--- src/rtl/enigma_pkg.sv ---
// Shared definitions for the Enigma cipher path: wiring tables, encodings,
// mod-26 arithmetic and the FSM state type.
package enigma_pkg;

  localparam int LETTERS = 26;

  typedef logic [4:0] tbl_t [LETTERS];

  typedef enum logic [2:0] {
    ROTOR_I   = 3'd0,
    ROTOR_II  = 3'd1,
    ROTOR_III = 3'd2,
    ROTOR_IV  = 3'd3,
    ROTOR_V   = 3'd4
  } rotor_type_e;

  typedef enum logic {
    REFLECTOR_B = 1'b0,
    REFLECTOR_C = 1'b1
  } reflector_e;

  typedef enum logic [2:0] {
    IDLE   = 3'd0,
    STEP   = 3'd1,
    SETTLE = 3'd2,
    PASS   = 3'd3,
    DONE   = 3'd4
  } state_e;

  // Configuration frozen at the end of SETTLE so the in-flight letter is stable.
  typedef struct packed {
    logic [4:0] pos1;
    logic [4:0] pos2;
    logic [4:0] pos3;
    logic [2:0] type1;
    logic [2:0] type2;
    logic [2:0] type3;
    logic [4:0] ring1;
    logic [4:0] ring2;
    logic [4:0] ring3;
    logic       refl;
  } rotor_cfg_t;

  localparam tbl_t WIRE_I   = '{4,10,12,5,11,6,3,16,21,25,13,19,14,22,24,7,23,20,18,15,0,8,1,17,2,9};
  localparam tbl_t WIRE_II  = '{0,9,3,10,18,8,17,20,23,1,11,7,22,19,12,2,16,6,25,13,15,24,5,21,14,4};
  localparam tbl_t WIRE_III = '{1,3,5,7,9,11,2,15,17,19,23,21,25,13,24,4,8,22,6,0,10,12,20,18,16,14};
  localparam tbl_t WIRE_IV  = '{4,18,14,21,15,25,9,0,24,16,20,8,17,7,23,11,13,5,19,6,10,3,2,12,22,1};
  localparam tbl_t WIRE_V   = '{21,25,1,17,6,8,19,24,20,15,18,3,13,7,11,23,0,22,12,9,16,14,5,4,2,10};
  localparam tbl_t WIRE_REF_B = '{24,17,20,7,16,18,11,3,15,23,13,6,14,10,12,8,4,1,5,25,2,22,21,9,0,19};
  localparam tbl_t WIRE_REF_C = '{5,21,15,9,8,0,14,24,4,3,17,25,23,22,6,2,19,10,20,16,18,1,13,12,7,11};

  // Operands are always 0..25, so one conditional correction is enough.
  function automatic logic [4:0] mod26_add(input logic [4:0] a, input logic [4:0] b);
    logic [5:0] s;
    s = {1'b0, a} + {1'b0, b};
    if (s >= 6'd26) s = s - 6'd26;
    return s[4:0];
  endfunction

  function automatic logic [4:0] mod26_sub(input logic [4:0] a, input logic [4:0] b);
    logic signed [5:0] d;
    d = $signed({1'b0, a}) - $signed({1'b0, b});
    if (d < 0) d = d + 6'sd26;
    return d[4:0];
  endfunction

endpackage

--- src/rtl/enigma_cipher_path_if.sv ---
// Key-request / cipher-output / rotor-stepping signal bundle.
// Handshake: a key transfers on a rising edge with key_valid=1 and key_ready=1;
// rotate and out_valid are single-cycle strobes with no back-pressure.
interface enigma_cipher_path_if;
  logic       key_valid;
  logic [4:0] key_in;
  logic       key_ready;
  logic       rotate;
  logic [4:0] rotor1;
  logic [4:0] rotor2;
  logic [4:0] rotor3;
  logic       out_valid;
  logic [4:0] out_letter;

  modport master (
    output key_valid, key_in, rotor1, rotor2, rotor3,
    input  key_ready, rotate, out_valid, out_letter
  );

  modport slave (
    input  key_valid, key_in, rotor1, rotor2, rotor3,
    output key_ready, rotate, out_valid, out_letter
  );
endinterface

--- src/rtl/enigma_rotor_map.sv ---
// Single rotor substitution, forward or inverse, including position and ring offset.
module enigma_rotor_map
  import enigma_pkg::*;
(
  input  logic [4:0] letter,
  input  logic [4:0] pos,
  input  logic [4:0] ring,
  input  logic [2:0] rtype,
  input  logic       dir_inv,
  output logic [4:0] letter_out
);

  tbl_t       wiring;
  logic [4:0] c;
  logic [4:0] w;

  always_comb begin
    case (rtype)
      ROTOR_II:  wiring = WIRE_II;
      ROTOR_III: wiring = WIRE_III;
      ROTOR_IV:  wiring = WIRE_IV;
      ROTOR_V:   wiring = WIRE_V;
      default:   wiring = WIRE_I;
    endcase
    c = mod26_sub(mod26_add(letter, pos), ring);
    w = wiring[c];
    // Inverse wiring is a reverse search of the forward table.
    if (dir_inv) begin
      w = '0;
      for (int i = 0; i < LETTERS; i++) begin
        if (wiring[i] == c) w = 5'(i);
      end
    end
    letter_out = mod26_add(mod26_sub(w, pos), ring);
  end

endmodule

--- src/rtl/enigma_cipher_path.sv ---
// Enigma cipher path: steps the rotors, snapshots configuration, then runs one
// substitution stage per cycle. ENIGMA_PLUGBOARD_EN adds plugboard in/out stages.
module enigma_cipher_path
  import enigma_pkg::*;
#(
  parameter int SETTLE_CYCLES = 2
) (
  input  logic       clock,
  input  logic       reset_n,
  enigma_cipher_path_if.slave kif,
  input  logic [2:0] rotor_type_1,
  input  logic [2:0] rotor_type_2,
  input  logic [2:0] rotor_type_3,
  input  logic [4:0] ring_position_1,
  input  logic [4:0] ring_position_2,
  input  logic [4:0] ring_position_3,
  input  logic       reflector_type,
`ifdef ENIGMA_PLUGBOARD_EN
  input  logic [129:0] plug_map,
`endif
  output state_e     dbg_state
);

`ifdef ENIGMA_PLUGBOARD_EN
  localparam logic [3:0] STAGE_OFS  = 4'd1;
  localparam logic [3:0] LAST_STAGE = 4'd8;
`else
  localparam logic [3:0] STAGE_OFS  = 4'd0;
  localparam logic [3:0] LAST_STAGE = 4'd6;
`endif
  localparam logic [3:0] SETTLE_LAST = 4'(SETTLE_CYCLES - 1);

  state_e     state_q, state_d;
  logic [3:0] stage_q, stage_d;
  logic [4:0] letter_q, letter_d;
  logic [4:0] out_letter_q, out_letter_d;
  rotor_cfg_t cfg_q, cfg_d;
`ifdef ENIGMA_PLUGBOARD_EN
  logic [129:0] plug_q, plug_d;
  logic [4:0]   plug_letter;
`endif

  logic [3:0] rs;
  logic [4:0] map_pos, map_ring, map_out, refl_letter, stage_letter;
  logic [2:0] map_type;
  logic       map_inv;

  // Rotor stage index: 0-2 forward r3/r2/r1, 3 reflector, 4-6 inverse r1/r2/r3.
  assign rs = stage_q - STAGE_OFS;

  always_comb begin
    map_pos  = cfg_q.pos3;
    map_ring = cfg_q.ring3;
    map_type = cfg_q.type3;
    case (rs)
      4'd1, 4'd5: begin
        map_pos  = cfg_q.pos2;
        map_ring = cfg_q.ring2;
        map_type = cfg_q.type2;
      end
      4'd2, 4'd4: begin
        map_pos  = cfg_q.pos1;
        map_ring = cfg_q.ring1;
        map_type = cfg_q.type1;
      end
      default: ;
    endcase
    map_inv = (rs >= 4'd4);
  end

  enigma_rotor_map u_rotor_map (
    .letter     (letter_q),
    .pos        (map_pos),
    .ring       (map_ring),
    .rtype      (map_type),
    .dir_inv    (map_inv),
    .letter_out (map_out)
  );

  assign refl_letter = (cfg_q.refl == REFLECTOR_C) ? WIRE_REF_C[letter_q] : WIRE_REF_B[letter_q];

`ifdef ENIGMA_PLUGBOARD_EN
  always_comb begin
    plug_letter = letter_q;
    for (int i = 0; i < LETTERS; i++) begin
      if (letter_q == 5'(i)) plug_letter = plug_q[i*5 +: 5];
    end
  end
`endif

  always_comb begin
    stage_letter = (rs == 4'd3) ? refl_letter : map_out;
`ifdef ENIGMA_PLUGBOARD_EN
    if (stage_q == 4'd0 || stage_q == LAST_STAGE) stage_letter = plug_letter;
`endif
  end

  always_comb begin
    state_d      = state_q;
    stage_d      = stage_q;
    letter_d     = letter_q;
    out_letter_d = out_letter_q;
    cfg_d        = cfg_q;
`ifdef ENIGMA_PLUGBOARD_EN
    plug_d       = plug_q;
`endif
    case (state_q)
      IDLE: begin
        if (kif.key_valid && (kif.key_in < 5'(LETTERS))) begin
          letter_d = kif.key_in;
          state_d  = STEP;
        end
      end
      STEP: begin
        stage_d = '0;
        state_d = SETTLE;
      end
      SETTLE: begin
        if (stage_q == SETTLE_LAST) begin
          cfg_d = '{pos1: kif.rotor1, pos2: kif.rotor2, pos3: kif.rotor3,
                    type1: rotor_type_1, type2: rotor_type_2, type3: rotor_type_3,
                    ring1: ring_position_1, ring2: ring_position_2, ring3: ring_position_3,
                    refl: reflector_type};
`ifdef ENIGMA_PLUGBOARD_EN
          plug_d = plug_map;
`endif
          stage_d = '0;
          state_d = PASS;
        end else begin
          stage_d = stage_q + 4'd1;
        end
      end
      PASS: begin
        letter_d = stage_letter;
        if (stage_q == LAST_STAGE) begin
          out_letter_d = stage_letter;
          stage_d      = '0;
          state_d      = DONE;
        end else begin
          stage_d = stage_q + 4'd1;
        end
      end
      DONE:    state_d = IDLE;
      default: state_d = IDLE;
    endcase
  end

  always_ff @(posedge clock or negedge reset_n) begin
    if (!reset_n) begin
      state_q      <= IDLE;
      stage_q      <= '0;
      letter_q     <= '0;
      out_letter_q <= '0;
      cfg_q        <= '0;
`ifdef ENIGMA_PLUGBOARD_EN
      plug_q       <= '0;
`endif
    end else begin
      state_q      <= state_d;
      stage_q      <= stage_d;
      letter_q     <= letter_d;
      out_letter_q <= out_letter_d;
      cfg_q        <= cfg_d;
`ifdef ENIGMA_PLUGBOARD_EN
      plug_q       <= plug_d;
`endif
    end
  end

  assign kif.key_ready  = (state_q == IDLE);
  assign kif.rotate     = (state_q == STEP);
  assign kif.out_valid  = (state_q == DONE);
  assign kif.out_letter = out_letter_q;
  assign dbg_state      = state_q;

endmodule
--- src/flat_wrapper.sv ---
// flat-port wrapper written by rule: the top's interface ports become plain ports
module enigma_cipher_path_flat import enigma_pkg::*;
#(
  parameter int SETTLE_CYCLES = 2
)
  (clock, reset_n, rotor_type_1, rotor_type_2, rotor_type_3, ring_position_1, ring_position_2, ring_position_3, reflector_type, dbg_state, kif_key_valid, kif_key_in, kif_rotor1, kif_rotor2, kif_rotor3, kif_key_ready, kif_rotate, kif_out_valid, kif_out_letter);
  enigma_cipher_path_if kif_i ();
  input  logic clock;
  input  logic reset_n;
  input  logic [2:0] rotor_type_1;
  input  logic [2:0] rotor_type_2;
  input  logic [2:0] rotor_type_3;
  input  logic [4:0] ring_position_1;
  input  logic [4:0] ring_position_2;
  input  logic [4:0] ring_position_3;
  input  logic reflector_type;
  output state_e dbg_state;
  input wire logic [$bits(kif_i.key_valid)-1:0] kif_key_valid;
  input wire logic [$bits(kif_i.key_in)-1:0] kif_key_in;
  input wire logic [$bits(kif_i.rotor1)-1:0] kif_rotor1;
  input wire logic [$bits(kif_i.rotor2)-1:0] kif_rotor2;
  input wire logic [$bits(kif_i.rotor3)-1:0] kif_rotor3;
  output wire logic [$bits(kif_i.key_ready)-1:0] kif_key_ready;
  output wire logic [$bits(kif_i.rotate)-1:0] kif_rotate;
  output wire logic [$bits(kif_i.out_valid)-1:0] kif_out_valid;
  output wire logic [$bits(kif_i.out_letter)-1:0] kif_out_letter;
  assign kif_i.key_valid = kif_key_valid;
  assign kif_i.key_in = kif_key_in;
  assign kif_i.rotor1 = kif_rotor1;
  assign kif_i.rotor2 = kif_rotor2;
  assign kif_i.rotor3 = kif_rotor3;
  assign kif_key_ready = kif_i.key_ready;
  assign kif_rotate = kif_i.rotate;
  assign kif_out_valid = kif_i.out_valid;
  assign kif_out_letter = kif_i.out_letter;
  enigma_cipher_path #(.SETTLE_CYCLES(SETTLE_CYCLES)) u_core (.clock(clock), .reset_n(reset_n), .kif(kif_i), .rotor_type_1(rotor_type_1), .rotor_type_2(rotor_type_2), .rotor_type_3(rotor_type_3), .ring_position_1(ring_position_1), .ring_position_2(ring_position_2), .ring_position_3(ring_position_3), .reflector_type(reflector_type), .dbg_state(dbg_state));
endmodule
--- config.mk ---
export PLATFORM = sky130hd
export DESIGN_NAME = enigma_cipher_path_flat
export DESIGN_NICKNAME = d
export VERILOG_FILES = /design/src/rtl/enigma_pkg.sv /design/src/rtl/enigma_cipher_path_if.sv /design/src/rtl/enigma_rotor_map.sv /design/src/rtl/enigma_cipher_path.sv /design/src/flat_wrapper.sv
export SDC_FILE = /design/constraint.sdc
export NUM_CORES = 1
export LEC_CHECK = 0
export BUFFER_PORTS_ARGS = -buffer_cell sky130_fd_sc_hd__buf_4
export CAP_MARGIN = 10
export CORE_ASPECT_RATIO = 0.5
export CORE_MARGIN = 4
export CORE_UTILIZATION = 63
export CTS_CLUSTER_DIAMETER = 100
export DETAILED_ROUTE_END_ITERATION = 8
export PLACE_DENSITY = 0.95
export SLEW_MARGIN = 0
export SYNTH_ARGS = -nofsm -noshare
export SYNTH_HDL_FRONTEND = slang
export SYNTH_SLANG_ARGS = --single-unit
--- constraint.sdc ---
create_clock -name clock -period 10.1 [get_ports clock]
set_input_delay 2.02 -clock clock [delete_from_list [all_inputs] [get_ports clock]]
set_output_delay 2.02 -clock clock [all_outputs]
set_load 0.01 [all_outputs]
==> results.txt, run 1 <==
Outcome = aborted with a tool error
Hold_buf cts = 0
DP HPWL = 21.45 mm
Cells after Synth = 1052
Largest net degree at the start of global routing = 71
Syn Area/Cell = 7.537 um^2
Grt ovf = 288
Seq/Total Area, Yosys = 0.1799
Port Buf Inserts = 58
TritonCTS buffer count = 9
Library cells used by synthesis = 85
Synth Cell Area = 7929 um^2
GRT Resource Usage Total = 0.8672
Pre-CTS WS = -144.5 ps
Clock sink count = 57
Post-synth ARST share = 1.000
Clk root buf = clkbuf_16
Die W = 166.7 um
Die Y-Extent = 87.33 um
CTS max path bufs = 2
Worst EP post-GRT repair = u_core.letter_q[3]$_DFFE_PN0P_/D
Post-synth EDFFs = 0
H-tree Lvls = 3
Final RePlAce weighted congestion = 1.327
Ys flop type = dfrtp_1
Stop stage = global routing (5_1_grt)
Err = [ERROR GRT-0232] Routing congestion too high. Check the congestion heatmap in the GUI.
I/O pin cnt = 59
Ys Warns = 0
Cell row count = 28
Flops & latches, synth = 57
Net count after synthesis = 1147
Initial Util = 0.6579
Worst_ep kind = sequential cell input
## per-stage QoR
stage / instances / instance area [um^2] / TNS [ps] / utilization / hold slack [ps]
2_1_floorplan: 1052 / 7929 / 0 / - / 471.2
3_3_place_gp: 1210 / 8444 / 0 / 0.7007 / 477.0
3_5_place_dp: 1210 / 8444 / -318.7 / 0.7007 / 489.2
4_1_cts: 1241 / 9047 / 0 / 0.7507 / 509.5
## timing repair
action,in CTS
pin swaps,6
resized for setup,40
setup endpoints to repair,8
buffers inserted,15
## synthesized netlist by cell type (all sizes together), types with 20 or more instances
cell    number  area share
nand2       83       0.039
clkbuf      54       0.026
mux2        48       0.068
a211oi      34       0.033
nor2        84       0.041
nand3       27       0.018
dfrtp       57        0.18
nor3        30       0.021
o211ai      20       0.020
a21oi       77       0.049
o21ai       93       0.059
xnor2       28       0.031
ha          43       0.068
inv         32       0.015
buf         45       0.028
## logic make-up after synthesis
kind of cell    share of synthesized area
flops                              0.1799
simple gates                       0.1984
mux                               0.08332
buf+inv                           0.07038
fa+ha+maj                         0.08064
compound gates                     0.3510
xor+xnor                          0.03645
## layer usage
metal,overflow,GRT usage
met5,12,0.7023
met4,87,0.8872
met3,53,0.8228
met2,101,0.9669
met1,35,0.8254
==> run 2, diff against run 1 <==
Settings changed: CORE_ASPECT_RATIO 0.5 to not set, CORE_UTILIZATION 63 to 40, CTS_CLUSTER_DIAMETER 100 to not set, PLACE_DENSITY 0.95 to not set, PLACE_DENSITY_LB_ADDON set to 0.15.
==> run 2 against run 1 <==
  * The run now ends clean
  * Synthesized cell count did not move
  * Synthesized area did not move
==> results.txt, run 2 <==
Outcome = finished, final reports clean
Most frequent cells in the layout = buf_4, o21ai_0, nand2_1
Max Freq = 105.4 MHz
Hold_buf cts = 0 (unchanged)
Clock sink count = 57 (unchanged)
Die area = 22140 um^2
DP HPWL = 22.57 mm (+5.3%)
Setup crit end kind = register
Synth Cell Area = 7929 um^2 (unchanged)
Reg clk slew, reported paths = 50 ps
Library cells used by synthesis = 85 (unchanged)
Worst EP required = 10290 ps
NumNets Final = 1168
Net count after synthesis = 1147 (unchanged)
Antenna violations before repair = 0
Flops & latches, synth = 57 (unchanged)
DRC Markers = 0
Number of flip-flops in the largest register = 40
Setup violators final = 0
Layout cells sized above 1 = 0.2115
CTS tree = yes
Largest net degree at the start of global routing = 58
Worst slew pin tran = 1030 ps
Sum of negative setup slack = 0 ps
Total wire length = 31.15 mm
Port Buf Inserts = 58 (unchanged)
Ys flop type = dfrtp_1
Cells after Synth = 1052 (unchanged)
Commonest non-fill, non-tap cell in the layout = buf_4
Vias per cell = 6.727
DR vias = 9034
CTS max path bufs = 2 (unchanged)
Max_cap viols = 0
Most frequent cell after synthesis = o21ai_0
Grt ovf = 0
Final RePlAce weighted congestion = 1.022 (-23%)
Vias in the first global route = 8258
First-pass GRT wire length = 47.96 mm
Ys Warns = 0 (unchanged)
Layout Skew = 7.888 ps
Crit-path max cell delay = 480 ps
WP data arrival = 9680 ps
CORE AREA = 19460 um^2
Cell row count = 51 (+82%)
Final hold vios = 0
Post-synth EDFFs = 0 (unchanged)
Clk root buf = clkbuf_16
DRT Pass-1 Iters = 6
Detail Route Antenna Nets = 0
Routed wire per std cell = 23.19 um
Area leader, netlist = dfrtp_1
Slew HR = 0.3125
Area Overhead vs Synth = 15.40%
CP max stage cell = dfrtp_1
Min Tclk post-route = 9490 ps
Period utilization = 0.9396
I/O pin cnt = 59 (unchanged)
Clock Latency Late Sink = 320 ps
Register name with the most flops = u_core.cfg_q
Main area contributors after synthesis = dfrtp_1, mux2_2, ha_1
Diode count = 0
Syn Area/Cell = 7.537 um^2 (unchanged)
Synth top cells by count = o21ai_0, nand2_1, nor2_1, a21oi_1, dfrtp_1
CP Max Fanout = 28
Die Y-Extent = 148.8 um (+70%)
H-tree Lvls = 3 (unchanged)
Final-report max-slew violation count = 0
Initial Util = 0.4074 (-0.2505)
Die W = 148.8 um (-11%)
Startpoint types = register
TritonCTS buffer count = 9 (unchanged)
Synth top area share = 0.1799 (unchanged)
Worst hold stages = 2
FF-to-FF path depth = 47
Initial DRC Count = 1099
# fillers = 1949
WHS = 497.0 ps
Post-synth ARST share = 1.000 (unchanged)
Seq/Total Area, Yosys = 0.1799 (unchanged)
Worst min path class = reg -> reg
GRT Resource Usage Total = 0.2719
Type of the worst setup path = reg -> reg
## run 2: timing repair
| item | in CTS | in global routing |
|---|---|---|
| resized for setup | 0 | 36 |
| setup buffers | 0 | 5 |
| setup endpoints to repair | 0 | 8 |
## run 2: worst paths after layout
kind	from	end	slack [ps]
max reg2reg	u_core.stage_q[1]	u_core.kif.out_letter[3]	610
min reg2reg	u_core.kif.out_letter[3]	u_core.kif.out_letter[3]	500
max	u_core.stage_q[1]	u_core.kif.out_letter[3]	610
max in group asynchronous	reset_n	u_core.cfg_q[27]	7860
min	u_core.kif.out_letter[3]	u_core.kif.out_letter[3]	500
min in group asynchronous	reset_n	u_core.letter_q[1]	1750
## run 2: worst max-delay path: cells and delay by family (launching register included)
kind	cells	cell delay (ps)
adder cells (fa/ha/maj)	6	1950
AO/OA/AOI/OAI	17	2860
buffers and inverters	6	720
flip-flops	1	480
AND/OR/NAND/NOR	10	1550
XOR/XNOR	6	1140
multiplexers	2	600
## run 2: logic make-up after synthesis
logic type | share of synthesized area
AO/OA/AOI/OAI | 0.3510
AND/OR/NAND/NOR | 0.1984
buffers and inverters | 0.07038
multiplexers | 0.08332
flip-flops | 0.1799
adder cells (fa/ha/maj) | 0.08064
XOR/XNOR | 0.03645
## run 2: cell type report
cell class / instances / area, um^2 / area share
Multi-Input combinational cell: 862 / 6122 / 0.6691
Sequential cell: 57 / 1426 / 0.1559
Timing Repair Buffer: 109 / 834.6 / 0.09121
Tap cell: 265 / 331.6 / 0.03624
Clock buffer: 11 / 242.7 / 0.02653
Inverter: 34 / 128.9 / 0.01408
Clock inverter: 5 / 63.81 / 0.006974
## run 2: metal layers
metal | global-route usage | up-vias | routed length [um]
li1 | - | 4076 | -
met1 | 0.3596 | 4200 | 12480
met2 | 0.4105 | 600 | 13490
met3 | 0.04831 | 158 | 2856
met4 | 0.1721 | 0 | 2322
met5 | 0 | - | 0
## run 2: stage by stage
step                      area (um^2)  cells  setup WS, ps  utilization
after floorplan                  7929   1052         888.5            -
after global placement           8650   1322         268.1       0.4444
after detailed placement         8650   1322         62.32       0.4444
after CTS                        8956   1338         26.43       0.4602
after global routing             9150   1343        -16.47       0.4701
final                            9150   1343         610.2       0.4701
Power of run 2 is not shown: default switching activity piles up to over one toggle a cycle in this logic, so the estimate is an artifact.
==> run 3, diff against run 2 <==
Settings changed: CORE_UTILIZATION 40 to 49, CTS_BUF_LIST set to sky130_fd_sc_hd__clkbuf_2.
Clock period 10.1 ns to 7.9 ns, I/O delays scaled along.
==> run 3 against run 2 <==
  * The flow now finishes with violations (negative setup slack)
  * Die area fell by 17%
  * Non-clock buffer count increased by 247
  * Via count up 15%
  * Critical path depth is 6 lower
  * Sequential share of layout area shrank 3.3 points
  * Critical endpoint unchanged
  * Highest routed layer unchanged
==> results.txt, run 3 (synthesis gave the netlist of run 2 again) <==
Type of the worst setup path = reg -> reg
Diode count = 0 (unchanged)
Reg clk slew, reported paths = 180 ps (+130 ps)
Vias in the first global route = 10053 (+22%)
Largest net degree at the start of global routing = 71 (+22%)
Worst slew pin tran = 1003 ps (-27.44 ps)
Clock Latency Late Sink = 520 ps (+200 ps)
CTS max path bufs = 2 (unchanged)
Initial DRC Count = 1524 (+39%)
Final-report max-slew violation count = 0 (unchanged)
Slew HR = 0.3280 (+0.01544)
Min Tclk post-route = 8845 ps (-645.0 ps)
DP HPWL = 24.83 mm (+10%)
Crit-path max cell delay = 610 ps (+130 ps)
Sum of negative setup slack = -6875 ps (-6875 ps)
Layout cells sized above 1 = 0.4279 (+0.2164)
Startpoint types = register
Port Buf Inserts = 58 (unchanged)
Routed wire per std cell = 23.18 um (about the same)
GRT Resource Usage Total = 0.3795 (+0.1076)
CORE AREA = 15890 um^2 (-18%)
Setup crit end kind = register
Area Overhead vs Synth = 46.79%
H-tree Lvls = 3 (unchanged)
WP data arrival = 9240 ps (-440 ps)
Most frequent cells in the layout = buf_4, o21ai_0, nor2_1
Clock sink count = 57 (unchanged)
Initial Util = 0.4991 (+0.09174)
Final WS setup = -944.8 ps (-1555 ps)
NumNets Final = 1415 (+21%)
Final hold vios = 0 (unchanged)
Antenna violations before repair = 0 (unchanged)
Total wire length = 35.73 mm (+15%)
CP Max Fanout = 5 (-82%)
TritonCTS buffer count = 9 (unchanged)
Worst EP required = 8300 ps (-1990 ps)
R2R setup slack = -940 ps (-1550 ps)
Max Freq = 113.1 MHz (+7.3%)
Layout Skew = 38.78 ps (+30.89 ps)
WHS = 524.9 ps (+27.95 ps)
Die Y-Extent = 135.2 um (-9.1%)
Number of flip-flops in the largest register = 40 (unchanged)
Crit-path most repeated cell = buf_4
Cell row count = 46 (-9.8%)
Die area = 18280 um^2 (-17%)
DRC Markers = 0 (unchanged)
CTS tree = yes
Max_cap viols = 0 (unchanged)
RSZ-0062 raised after global routing = yes
CP max stage cell = fa_2
First-pass GRT wire length = 55.01 mm (+15%)
Vias per cell = 6.759 (+0.47%)
Die W = 135.2 um (-9.1%)
Outcome = complete, but fails checks
Clk root buf = clkbuf_2
Grt ovf = 0 (unchanged)
Setup violators final = 8 (+8)
Commonest non-fill, non-tap cell in the layout = buf_4
# fillers = 1212 (-38%)
Failing checks = negative setup slack
Worst min path class = reg -> reg
Worst path bufs/invs = 6 (unchanged)
Detail Route Antenna Nets = 0 (unchanged)
Register name with the most flops = u_core.cfg_q
DRT Pass-1 Iters = 5 (-1)
DR vias = 10415 (+15%)
I/O pin cnt = 59 (unchanged)
Final RePlAce weighted congestion = 1.044 (+2.2%)
Top delay family on crit path = compound AO/OA/AOI/OAI gates
Period utilization = 1.120 (+0.1800)
## run 3: cell count changes in the layout (fill, tap and decap cells not counted), moves of 10 or more
cell	before	now
a21oi_1	74	64
buf_4	107	319
buf_6	1	24
clkbuf_2	0	10
nand2_1	81	71
o21ai_0	91	73
o21ai_1	1	16
## run 3: what timing repair did
action                                  4_1_cts  5_1_grt
cloned                                        2        0
buffers inserted                             69       15
pin swaps                                    65       67
endpoints found under the setup margin        8        8
hold buffers                                  0        0
resized for setup                            75       75
## run 3: path summary, 6_finish.rpt
| path | startpoint | to | cells past startpoint |
|---|---|---|---|
| min reg2reg | u_core.kif.out_letter[1] | u_core.kif.out_letter[1] | 2 |
| min | u_core.kif.out_letter[1] | u_core.kif.out_letter[1] | 2 |
| min in group asynchronous | reset_n | u_core.cfg_q[6] | 1 |
| max in group asynchronous | reset_n | u_core.stage_q[1] | 1 |
| max | u_core.stage_q[2] | u_core.kif.out_letter[3] | 41 |
| max reg2reg | u_core.stage_q[2] | u_core.kif.out_letter[3] | 41 |
## run 3: routing by layer
metal | routed length [um] | vias to the layer above | GRT usage | share of wire
met5 | 0 | - | 0 | 0
met3 | 3278 | 222 | 0.05052 | 0.092
met4 | 3033 | 0 | 0.2704 | 0.085
met1 | 13350 | 4857 | 0.4754 | 0.37
met2 | 16070 | 759 | 0.6018 | 0.45
li1 | - | 4577 | - | -
## run 3: layout make-up
type / count / area [um^2] / share of cell area
Multi-Input combinational cell: 862 / 6756 / 0.5805
Timing Repair Buffer: 356 / 2925 / 0.2513
Sequential cell: 57 / 1428 / 0.1227
Tap cell: 216 / 270.3 / 0.02322
Inverter: 34 / 131.4 / 0.01129
Clock inverter: 7 / 82.58 / 0.007095
Clock buffer: 9 / 45.04 / 0.003870
## run 3: metrics by stage
stage | instances | util | area (um^2) | worst slack [ps]
after floorplan | 1052 | - | 8268 | -399.3
after global placement | 1446 | 0.6426 | 10210 | -604.4
after detailed placement | 1446 | 0.6426 | 10210 | -750.9
after CTS | 1532 | 0.7061 | 11220 | -521.1
after global routing | 1541 | 0.7327 | 11640 | -1369
final | 1541 | 0.7327 | 11640 | -944.8
## run 3: worst min-delay path, cell delays in order, from the launching register on
cell and delay, ps:
dfrtp_1 400, nand2_1 50, o21ai_0 60
Power of run 3 is left out for the same reason.
